File: src/rtl/instr_imm_encoder_pkg.sv
// instr_imm_encoder_pkg: format codes, error codes and immediate range limits.
package instr_imm_encoder_pkg;
    localparam logic [2:0] IMM_I = 3'b000;
    localparam logic [2:0] IMM_S = 3'b001;
    localparam logic [2:0] IMM_B = 3'b010;
    localparam logic [2:0] IMM_J = 3'b011;
    localparam logic [2:0] IMM_U = 3'b100;
    localparam logic [1:0] ERR_NONE    = 2'b00;
    localparam logic [1:0] ERR_RANGE   = 2'b01;
    localparam logic [1:0] ERR_ALIGN   = 2'b10;
    localparam logic [1:0] ERR_ILLEGAL = 2'b11;
    localparam int IS_MIN = -2048;
    localparam int IS_MAX = 2047;
    localparam int B_MIN  = -4096;
    localparam int B_MAX  = 4095;
    localparam int J_MIN  = -1048576;
    localparam int J_MAX  = 1048575;
endpackage

File: src/rtl/instr_imm_encoder_imm_pack.sv
// instr_imm_encoder_imm_pack: packs an immediate and register fields into an RV32I word and checks legality.
module instr_imm_encoder_imm_pack
    import instr_imm_encoder_pkg::*;
(
    input  logic [2:0]  imm_src_i,
    input  logic [31:0] imm_i,
    input  logic [6:0]  opcode_i,
    input  logic [4:0]  rd_i,
    input  logic [4:0]  rs1_i,
    input  logic [4:0]  rs2_i,
    input  logic [2:0]  funct3_i,
    output logic [31:0] inst_o,
    output logic        err_o,
    output logic [1:0]  code_o
);
    logic in_is, in_b, in_j, range_ok, align_ok;

    assign in_is = $signed(imm_i) >= IS_MIN && $signed(imm_i) <= IS_MAX;
    assign in_b  = $signed(imm_i) >= B_MIN  && $signed(imm_i) <= B_MAX;
    assign in_j  = $signed(imm_i) >= J_MIN  && $signed(imm_i) <= J_MAX;

    assign range_ok = (imm_src_i == IMM_I || imm_src_i == IMM_S) ? in_is :
                      (imm_src_i == IMM_B) ? in_b :
                      (imm_src_i == IMM_J) ? in_j : 1'b1;
    assign align_ok = (imm_src_i == IMM_B || imm_src_i == IMM_J) ? !imm_i[0] :
                      (imm_src_i == IMM_U) ? (imm_i[11:0] == 12'd0) : 1'b1;

    // Range outranks alignment when both fail
    assign code_o = (imm_src_i > IMM_U) ? ERR_ILLEGAL :
                    !range_ok ? ERR_RANGE :
                    !align_ok ? ERR_ALIGN : ERR_NONE;
    assign err_o  = code_o != ERR_NONE;

    always_comb begin
        inst_o = '0;
        case (imm_src_i)
            IMM_I: inst_o = {imm_i[11:0], rs1_i, funct3_i, rd_i, opcode_i};
            IMM_S: inst_o = {imm_i[11:5], rs2_i, rs1_i, funct3_i, imm_i[4:0], opcode_i};
            IMM_B: inst_o = {imm_i[12], imm_i[10:5], rs2_i, rs1_i, funct3_i, imm_i[4:1], imm_i[11], opcode_i};
            IMM_J: inst_o = {imm_i[20], imm_i[10:1], imm_i[11], imm_i[19:12], rd_i, opcode_i};
            IMM_U: inst_o = {imm_i[31:12], rd_i, opcode_i};
            default: inst_o = '0;
        endcase
    end
endmodule

File: src/rtl/instr_imm_encoder.sv
// instr_imm_encoder: two-stage pipeline emitting (address, encoded instruction) pairs for memory preload.
module instr_imm_encoder
    import instr_imm_encoder_pkg::*;
#(
    parameter int ERR_CNT_W  = 8,
    parameter int WORD_CNT_W = 16
) (
    input  logic                  clk,
    input  logic                  rst,
    input  logic                  in_valid,
    output logic                  in_ready,
    input  logic [2:0]            imm_src,
    input  logic [31:0]           imm,
    input  logic [6:0]            opcode,
    input  logic [4:0]            rd,
    input  logic [4:0]            rs1,
    input  logic [4:0]            rs2,
    input  logic [2:0]            funct3,
    input  logic                  load_base,
    input  logic [31:0]           base_addr,
    input  logic                  clear_err,
    output logic                  out_valid,
    input  logic                  out_ready,
    output logic [31:0]           out_inst,
    output logic [31:0]           out_addr,
    output logic                  err_sticky,
    output logic [1:0]            err_code,
    output logic [ERR_CNT_W-1:0]  err_count,
    output logic [WORD_CNT_W-1:0] word_count
);
    logic [31:0] pk_inst, base_al, addr_src;
    logic [1:0] pk_code;
    logic pk_err, s2_free, s1_move, accept, s2_enter, err_retire;
    logic s1_valid_q, s1_valid_d, s1_err_q, s1_err_d;
    logic [1:0] s1_code_q, s1_code_d;
    logic [31:0] s1_inst_q, s1_inst_d;
    logic out_valid_q, out_valid_d;
    logic [31:0] out_inst_q, out_inst_d, out_addr_q, out_addr_d, addr_q, addr_d;
    logic err_sticky_q, err_sticky_d;
    logic [1:0] err_code_q, err_code_d;
    logic [ERR_CNT_W-1:0] err_count_q, err_count_d;
    logic [WORD_CNT_W-1:0] word_count_q, word_count_d;

    instr_imm_encoder_imm_pack u_pack (
        .imm_src_i(imm_src), .imm_i(imm), .opcode_i(opcode), .rd_i(rd),
        .rs1_i(rs1), .rs2_i(rs2), .funct3_i(funct3),
        .inst_o(pk_inst), .err_o(pk_err), .code_o(pk_code)
    );

    assign s2_free    = !out_valid_q || out_ready;
    assign s1_move    = s1_valid_q && (s1_err_q || s2_free);
    assign in_ready   = !s1_valid_q || s1_move;
    assign accept     = in_valid && in_ready;
    assign s2_enter   = s1_move && !s1_err_q;
    assign err_retire = s1_move && s1_err_q;
    assign base_al    = base_addr & ~32'h3;
    // A base load takes effect for a word entering S2 in the same cycle
    assign addr_src   = load_base ? base_al : addr_q;

    always_comb begin
        s1_valid_d   = accept || (s1_valid_q && !s1_move);
        s1_err_d     = accept ? pk_err : s1_err_q;
        s1_code_d    = accept ? pk_code : s1_code_q;
        s1_inst_d    = accept ? pk_inst : s1_inst_q;
        out_valid_d  = s2_enter || (out_valid_q && !out_ready);
        out_inst_d   = s2_enter ? s1_inst_q : out_inst_q;
        out_addr_d   = s2_enter ? addr_src : out_addr_q;
        addr_d       = s2_enter ? addr_src + 32'd4 : addr_src;
        err_sticky_d = err_retire || (err_sticky_q && !clear_err);
        err_code_d   = err_retire ? s1_code_q : clear_err ? ERR_NONE : err_code_q;
        err_count_d  = clear_err ? ERR_CNT_W'(err_retire) :
                       (err_retire && err_count_q != '1) ? err_count_q + ERR_CNT_W'(1) : err_count_q;
        word_count_d = word_count_q + WORD_CNT_W'(out_valid_q && out_ready);
    end

    always_ff @(posedge clk) begin
        if (rst) begin
            s1_valid_q   <= 1'b0;
            s1_err_q     <= 1'b0;
            s1_code_q    <= ERR_NONE;
            s1_inst_q    <= '0;
            out_valid_q  <= 1'b0;
            out_inst_q   <= '0;
            out_addr_q   <= '0;
            addr_q       <= '0;
            err_sticky_q <= 1'b0;
            err_code_q   <= ERR_NONE;
            err_count_q  <= '0;
            word_count_q <= '0;
        end else begin
            s1_valid_q   <= s1_valid_d;
            s1_err_q     <= s1_err_d;
            s1_code_q    <= s1_code_d;
            s1_inst_q    <= s1_inst_d;
            out_valid_q  <= out_valid_d;
            out_inst_q   <= out_inst_d;
            out_addr_q   <= out_addr_d;
            addr_q       <= addr_d;
            err_sticky_q <= err_sticky_d;
            err_code_q   <= err_code_d;
            err_count_q  <= err_count_d;
            word_count_q <= word_count_d;
        end
    end

    assign out_valid  = out_valid_q;
    assign out_inst   = out_inst_q;
    assign out_addr   = out_addr_q;
    assign err_sticky = err_sticky_q;
    assign err_code   = err_code_q;
    assign err_count  = err_count_q;
    assign word_count = word_count_q;
endmodule

File: config.mk
export PLATFORM = sky130hd
export DESIGN_NAME = instr_imm_encoder
export DESIGN_NICKNAME = d
export VERILOG_FILES = /design/src/rtl/instr_imm_encoder_pkg.sv /design/src/rtl/instr_imm_encoder_imm_pack.sv /design/src/rtl/instr_imm_encoder.sv
export SDC_FILE = /design/constraint.sdc
export NUM_CORES = 1
export LEC_CHECK = 0
export CELL_PAD_IN_SITES_DETAIL_PLACEMENT = 1
export CELL_PAD_IN_SITES_GLOBAL_PLACEMENT = 1
export CORE_MARGIN = 1
export CORE_UTILIZATION = 36
export CTS_CLUSTER_SIZE = 24
export DETAILED_ROUTE_END_ITERATION = 12
export HOLD_SLACK_MARGIN = 0.03
export PLACE_DENSITY = 0.82
export SLEW_MARGIN = 20
export SYNTH_ARGS = -nofsm -noshare
export SYNTH_HDL_FRONTEND = slang
export SYNTH_SLANG_ARGS = --single-unit
File: constraint.sdc
create_clock -name clk -period 5.4 [get_ports clk]
set_clock_uncertainty 0.1 [all_clocks]
set_input_delay 1.08 -clock clk [delete_from_list [all_inputs] [get_ports clk]]
set_output_delay 1.08 -clock clk [all_outputs]
set_load 0.01 [all_outputs]
==> impl_metrics.tcl, run 1 <==
set metrics [dict create \
    drv_slew 0 \
    synth-seq-cells 160 \
    syn_area_per_cell_um2 8.60 \
    cts-root-buf "clkbuf_16" \
    synth_top_cell_by_area "dfxtp_1" \
    antenna_found_initial 0 \
    yosysWarningCount 0 \
    vias 6821 \
    mostFrequentLayoutCell "clkdlybuf4s50_1" \
    grt_start_max_net_pins 66 \
    clk_latency_ns 0.43 \
    min_period_over_period_pct 70.1 \
    drc 0 \
    yosys-top-cells-area "dfxtp_1 44%, nor2_1 6.0%, a21oi_1 5.3%" \
    syn-instance-count 849 \
    yosysSeqAreaShare_pct 43.9 \
    placed_area_um2 9350 \
    synth_top_family_by_area "simple AND/OR/NAND/NOR gates" \
    start_kind "input port" \
    wl_met1_mm 9.75 \
    crit_type "in -> out" \
    cp.arrival_ns 2.61 \
    grt_pass1_wl_mm 35.5 \
    synth_cell_types 63 \
    drtAntennaViolNets 0 \
    cp.required_ns 4.22 \
    grt.overflow.total 0 \
    synth-edff-count 0 \
    pin_count 191 \
    die_h_um 144 \
    syn2layout_area_growth_pct 36.7 \
    grt_use_total_pct 21.9 \
    dp_hpwl_mm 15.5 \
    status "complete, no violations" \
    hold_violations 0 \
    synth_compound_area_share_pct 15.9 \
    worstMarginPinSlew_ns 1.07 \
    clkSinkCount 160 \
    nets 1107 \
    setup_tns_ns 0 \
    cts_buffer_depth 2 \
    cts_tree "built" \
    drt-initial-drc-count 266 \
    diodes 0 \
    slew_headroom_pct 28.4 \
    syn_nets 951 \
    maxUsedRoutingLayer "met4" \
    die_area_um2 20900 \
    holdBufCountCts 0 \
    drive_above_1_share_pct 7.17 \
    power_density_nw_per_um2 295 \
    synth_fa_ha_area_share_pct 0.686 \
    endpoint_kind "primary output" \
    synthXorXnorAreaFrac_pct 5.40 \
    wl_per_cell_um 17.6 \
    max_cap_violations 0 \
    synth_flop_cell "dfxtp_1" \
    layout_common_cells "186 x clkdlybuf4s50_1, 160 x dfxtp_1, 115 x nor2_1" \
    dp_cells 1251 \
    numCtsBuffers 17 \
    core.rowCount 51 \
    final_cells 1283 \
    gp_congestion 0.780 \
    netlist_area_um2 7300 \
    wirelength_mm 22.6 \
    port_buffers 188 \
    via_per_inst 5.32 \
    holdPathStages 2 \
    route.met2.wl_mm 11.2 \
    htreeDepth 4 \
    clkTransAtPathRegs_ns 0.07 \
    die_width_um 144 \
    peakVddDrop_mv 0.218 \
    cts_resized 0 \
    post_cts_buffers 0 \
    hold_path_class "reg -> reg" \
    wl_met3_mm 1.14 \
    synthMuxAreaShare_pct 5.59 \
    yosysTopAreaCellShare_pct 43.9 \
    dr.pass1.iters 5 \
    power.leakage_nw 3.63 \
    setup_viol 0 \
    core-area_um2 19700 \
    synthSimpleGateAreaFrac_pct 25.0 \
    rsz0062_at_grt "false" \
    async_flop_share_pct 0 \
    ff2ff_path_depth 8 \
    final_area_um2 9980 \
    worst-path-max-fanout 4 \
    start_util_pct 37.1 \
    min_period_ns 3.79 \
    max_freq_mhz 264 \
    first_global_vias 6990 \
    fillers 2309 \
]
[flip-flops by register name, summed over array words and instances (netlist names), 2 cells and up]
name / cells
word_count: 16
err_count: 8
addr_q: 32
err_code: 2
s1_code_q: 2
out_addr: 32
s1_inst_q: 32
out_inst: 32
[report_power, final]
part           switching [mW]  internal, mW
Combinational           0.205         0.190
Clock                   0.510         0.769
Sequential             0.0315          1.24
Total                   0.747          2.20
[logic make-up (layout without fill, tap and decap cells)]
kind of cell / after synthesis / after routing
AOI/OAI and AO/OA: 175 / 175
xor gates and xnor gates: 45 / 45
adders and majority gates: 4 / 4
buffers and inverters: 62 / 231
DFF: 160 / 160
muxes: 39 / 39
and+or+nand+nor: 364 / 364
[layout make-up]
| class | instances | area, um^2 | area share [%] |
|---|---|---|---|
| clock inverter | 11 | 154 | 1.54 |
| multi-input combinational | 627 | 3860 | 38.7 |
| tap | 265 | 332 | 3.32 |
| sequential | 160 | 3200 | 32.1 |
| timing repair buffer | 196 | 1950 | 19.5 |
| inverter | 3 | 11.3 | 0.113 |
| clock buffer | 21 | 470 | 4.72 |
[metrics by stage]
stage,setup slack [ns],hold slack [ns],utilization (%),total power [mW]
3_5_place_dp,1.37,0.346,47.6,1.69
4_1_cts,1.61,0.350,50.8,2.97
5_1_grt,1.57,0.368,50.8,3.05
3_3_place_gp,1.39,0.337,47.6,1.67
6_report,1.61,0.348,50.8,2.94
2_1_floorplan,1.74,0.329,-,1.50
[cells in the mapped netlist, types with 2 or more instances]
master,count
nor2b_1,15
a211oi_1,36
xnor2_1,14
buf_4,2
a22oi_1,7
o221ai_1,8
mux2_2,11
and3_1,11
nand3b_4,3
a221oi_1,11
or4_1,2
inv_1,3
buf_2,3
nand2b_1,4
or3_1,2
nor3b_1,8
ha_1,4
and2_1,6
nor3_1,31
buf_6,2
a32o_1,2
nand2_1,102
nand3b_1,9
o21ai_0,15
nand4_1,12
nor2_1,116
a21oi_1,77
clkbuf_1,49
nand3_1,23
nand4_4,2
and4_1,4
buf_1,3
a311oi_1,2
dfxtp_1,160
nor4_1,6
mux2i_1,27
xor2_1,31
[per-layer routing]
metal,global-route usage (%),vias to the layer above
met4,8.48,0
met2,38.6,151
met5,0,-
met1,25.2,3314
li1,-,3321
met3,5.36,35
[worst max-delay path, cell delays in order]
cell and delay (ns):
clkdlybuf4s50_1 0.43, and2b_1 0.39, nand2_1 0.15, clkdlybuf4s50_1 0.55
[path summary, 6_finish.rpt]
| path | start | to | slack [ns] |
|---|---|---|---|
| worst min-delay path | s1_inst_q[4]$_SDFFE_PP0P_ | out_inst[4]$_SDFFE_PP0P_ | 0.35 |
| worst max register to register | addr_q[3]$_SDFF_PP0_ | addr_q[26]$_SDFF_PP0_ | 2.97 |
| worst max-delay path | out_ready | in_ready | 1.61 |
| worst min register to register | s1_inst_q[4]$_SDFFE_PP0P_ | out_inst[4]$_SDFFE_PP0P_ | 0.35 |
(Power assumes the default switching activity.)
==> run 2: changes to the inputs <==
Clock period 5.4 ns to 3.5 ns, I/O delays scaled along.
==> impl_metrics.tcl, run 2 (synthesis results as in run 1) <==
set metrics [dict create \
    min_period_over_period_pct 86.8 \
    cts_tree "built" \
    cts_buffer_depth 2 \
    cts-root-buf "clkbuf_16" \
    vias 6929 \
    core-area_um2 19700 \
    core.rowCount 51 \
    placed_area_um2 9470 \
    min-delay-start "s1_inst_q[26]$_SDFFE_PP0P_" \
    nets 1118 \
    max_cap_violations 0 \
    dr.pass1.iters 6 \
    dp_hpwl_mm 15.8 \
    gp_congestion 0.826 \
    antenna_found_initial 0 \
    setup_tns_ns 0 \
    drv_slew 0 \
    clk_latency_ns 0.42 \
    holdBufCountCts 0 \
    peakVddDrop_mv 0.353 \
    grt.overflow.total 0 \
    hold_path_class "reg -> reg" \
    rsz0062_at_grt "false" \
    drtAntennaViolNets 0 \
    pin_count 191 \
    cts_resized 0 \
    numCtsBuffers 17 \
    drc 0 \
    via_per_inst 5.35 \
    wl_per_cell_um 17.2 \
    cp.arrival_ns 2.24 \
    diodes 0 \
    startpoint "out_ready" \
    syn2layout_area_growth_pct 38.5 \
    timing.rr.start "s1_valid_q$_SDFF_PP0_" \
    drive_above_1_share_pct 8.26 \
    crit_type "in -> out" \
    min_period_ns 3.04 \
    power.leakage_nw 3.71 \
    wirelength_mm 22.3 \
    first_global_vias 7264 \
    cp.required_ns 2.70 \
    grt_start_max_net_pins 71 \
    worstMarginPinSlew_ns 0.921 \
    max_freq_mhz 329 \
    power_density_nw_per_um2 455 \
    hold_violations 0 \
    mostFrequentLayoutCell "clkdlybuf4s50_1" \
    endpoint_kind "primary output" \
    start_kind "input port" \
    clkTransAtPathRegs_ns 0.07 \
    grt_pass1_wl_mm 36.3 \
    layout_common_cells "186 x clkdlybuf4s50_1, 160 x dfxtp_1, 115 x nor2_1" \
    setup_viol 0 \
    post_cts_buffers 0 \
    status "complete, no violations" \
    start_util_pct 37.1 \
    port_buffers 188 \
    slew_headroom_pct 38.4 \
    die_area_um2 20900 \
    grt_use_total_pct 22.2 \
    final_area_um2 10100 \
    clkSinkCount 160 \
    drt-initial-drc-count 222 \
    htreeDepth 4 \
    worst-path-max-fanout 4 \
    fin_hold_ws_ns 0.345 \
    die_width_um 144 \
    die_h_um 144 \
]
run 2: changes by cell type in the layout (fill, tap and decap cells not counted):
cell	change
buf_12	+2
buf_4	+9
bufinv_16	+1
clkinvlp_4	-1
nor3_1	-1
nor3_2	+1
run 2: path summary, 6_finish.rpt:
check	endpoint	cells past startpoint	slack [ns]
setup / recovery	in_ready	4	0.46
hold / removal	out_inst[26]$_SDFFE_PP0P_	2	0.34
setup reg to reg	addr_q[27]$_SDFF_PP0_	6	1.23
hold reg to reg	out_inst[26]$_SDFFE_PP0P_	2	0.34
run 2: routing by layer:
layer	part of all wire [%]	up-vias	GRT usage (%)
met1	43	3375	25.7
met2	50	175	39.4
met5	0	-	0
met4	2.4	0	8.31
met3	5.3	42	5.40
li1	-	3337	-
run 2: through the flow:
stage,util (%),power [mW],instances,setup slack (ns)
floorplan,-,2.31,849,0.218
global placement,48.1,2.59,1262,0.431
detailed placement,48.2,2.62,1262,0.444
CTS,51.5,4.66,1294,0.446
global route,51.5,4.80,1294,0.400
finish,51.5,4.61,1294,0.464
run 2: worst max-delay path, stage by stage:
cell	delay, ns
clkdlybuf4s50_1	0.43
and2b_1	0.39
nand2_1	0.16
clkdlybuf4s50_1	0.55
run 2: layout make-up:
cell class | instances | area (um^2)
fill | 2290 | 9540
multi-input combinational | 627 | 3860
sequential | 160 | 3200
timing repair buffer | 207 | 2050
clock buffer | 21 | 470
tap | 265 | 332
clock inverter | 11 | 176
inverter | 3 | 11.3
run 2: power by group:
group          internal (mW)  switching, mW  total [mW]
Sequential              1.91         0.0476        1.96
Clock                   1.26          0.770        2.03
Combinational          0.301          0.319       0.620
Total                   3.47           1.14        4.61
==> run 3: changes to the inputs <==
==> constraint.sdc (replaced) <==
create_clock -name clk -period 3.5 [get_ports clk]
set_clock_uncertainty 0.1 [all_clocks]
set_input_delay 0.7 -clock clk [delete_from_list [all_inputs] [get_ports clk]]
set_output_delay 0.7 -clock clk [all_outputs]
set_load 0.005 [all_outputs]
==> impl_metrics.tcl, run 3 (synthesis results as in run 1) <==
set metrics [dict create \
    holdBufCountCts 0 \
    via_per_inst 5.37 \
    layout_common_cells "186 x clkdlybuf4s50_1, 160 x dfxtp_1, 115 x nor2_1" \
    drtAntennaViolNets 0 \
    clkSinkCount 160 \
    die_area_um2 20900 \
    combPwrFrac_pct 14.0 \
    core.rowCount 51 \
    fin_hold_ws_ns 0.353 \
    wirelength_mm 22.9 \
    nets 1118 \
    endpoint_kind "primary output" \
    peakVddDrop_mv 0.341 \
    grt_start_max_net_pins 67 \
    hold_path_class "reg -> reg" \
    final_area_um2 9990 \
    antenna_found_initial 0 \
    min_period_ns 2.99 \
    drive_above_1_share_pct 8.26 \
    p_switching_mw 1.18 \
    drv_slew 0 \
    pin_count 191 \
    dp_slack_ns 0.430 \
    p_sw_share_pct 27.2 \
    setup_viol 0 \
    rsz0062_at_grt "false" \
    mostFrequentLayoutCell "clkdlybuf4s50_1" \
    final_core_util_pct 50.8 \
    min_period_over_period_pct 85.5 \
    cts_tree "built" \
    numCtsBuffers 17 \
    clkTransAtPathRegs_ns 0.06 \
    dr.pass1.iters 4 \
    hold_violations 0 \
    diodes 0 \
    htreeDepth 4 \
    setup_tns_ns 0 \
    r2r_setup_slack_ns 1.19 \
    p_int_mw 3.14 \
    vias 6944 \
    cp.arrival_ns 2.19 \
    placed_area_um2 9440 \
    total_power_mw 4.32 \
    worst-path-max-fanout 4 \
    die_width_um 144 \
    drc 0 \
    core-area_um2 19700 \
    cp.required_ns 2.70 \
    power.leakage_nw 3.64 \
    gp_congestion 0.805 \
    first_global_vias 7289 \
    grt_use_total_pct 22.5 \
    final_cells 1294 \
    p_seq_share_pct 45.3 \
    start_kind "input port" \
    port_buffers 188 \
    clkPwrFrac_pct 40.8 \
    syn2layout_area_growth_pct 36.8 \
    wl_per_cell_um 17.7 \
    slew_headroom_pct 39.4 \
    start_util_pct 37.1 \
    worstMarginPinSlew_ns 0.906 \
    fin_ws_ns 0.509 \
    die_h_um 144 \
    dp_hpwl_mm 16.3 \
    max_cap_violations 0 \
    grt_pass1_wl_mm 36.6 \
    max_freq_mhz 334 \
    cts_buffer_depth 2 \
    crit_type "in -> out" \
    cts-root-buf "clkbuf_16" \
    cts_resized 0 \
    dp_cells 1262 \
    clk_latency_ns 0.43 \
    status "complete, no violations" \
    post_cts_buffers 0 \
    power_density_nw_per_um2 433 \
    grt.overflow.total 0 \
    drt-initial-drc-count 244 \
]
==> run 3: changes by cell type in the layout (fill, tap and decap cells not counted), sizes merged <==
cell,change
clkinvlp,+4
bufinv,-4
clkbuf,-2
inv,+2
==> run 3: layer usage <==
metal / global-route usage, % / wire length, um
met1: 25.6 / 9550
met2: 40.1 / 11600
met3: 5.86 / 1210
met4: 8.31 / 492
met5: 0 / 0
==> run 3: path summary, 6_finish.rpt <==
check | end | start | cells after the start
setup reg to reg | addr_q[27]$_SDFF_PP0_ | s1_valid_q$_SDFF_PP0_ | 6
hold reg to reg | s1_inst_q[3]$_SDFFE_PP0P_ | s1_inst_q[3]$_SDFFE_PP0P_ | 2
setup / recovery | in_ready | out_ready | 4
hold / removal | s1_inst_q[3]$_SDFFE_PP0P_ | s1_inst_q[3]$_SDFFE_PP0P_ | 2
==> run 3: cell type report <==
| class | instances | area, um^2 |
|---|---|---|
| Clock buffer | 19 | 443 |
| Clock inverter | 13 | 106 |
| Fill cell | 2336 | 9660 |
| Inverter | 3 | 11.3 |
| Multi-Input combinational cell | 627 | 3860 |
| Sequential cell | 160 | 3200 |
| Tap cell | 265 | 332 |
| Timing Repair Buffer | 207 | 2030 |
==> run 3: worst max-delay path, cell delays in order <==
cell             delay [ns]
clkdlybuf4s50_1        0.42
and2b_1                0.38
nand2_1                0.16
clkdlybuf4s50_1        0.52
==> run 3: power by group through the flow <==
| stage | sequential, mW | clock, mW | combinational [mW] |
|---|---|---|---|
| 2_1_floorplan | 1.99 | 0 | 0.308 |
| 3_3_place_gp | 1.99 | 0 | 0.585 |
| 3_5_place_dp | 2.00 | 0 | 0.603 |
| 4_1_cts | 1.96 | 1.80 | 0.608 |
| 5_1_grt | 1.96 | 1.87 | 0.663 |
| 6_report | 1.96 | 1.76 | 0.604 |
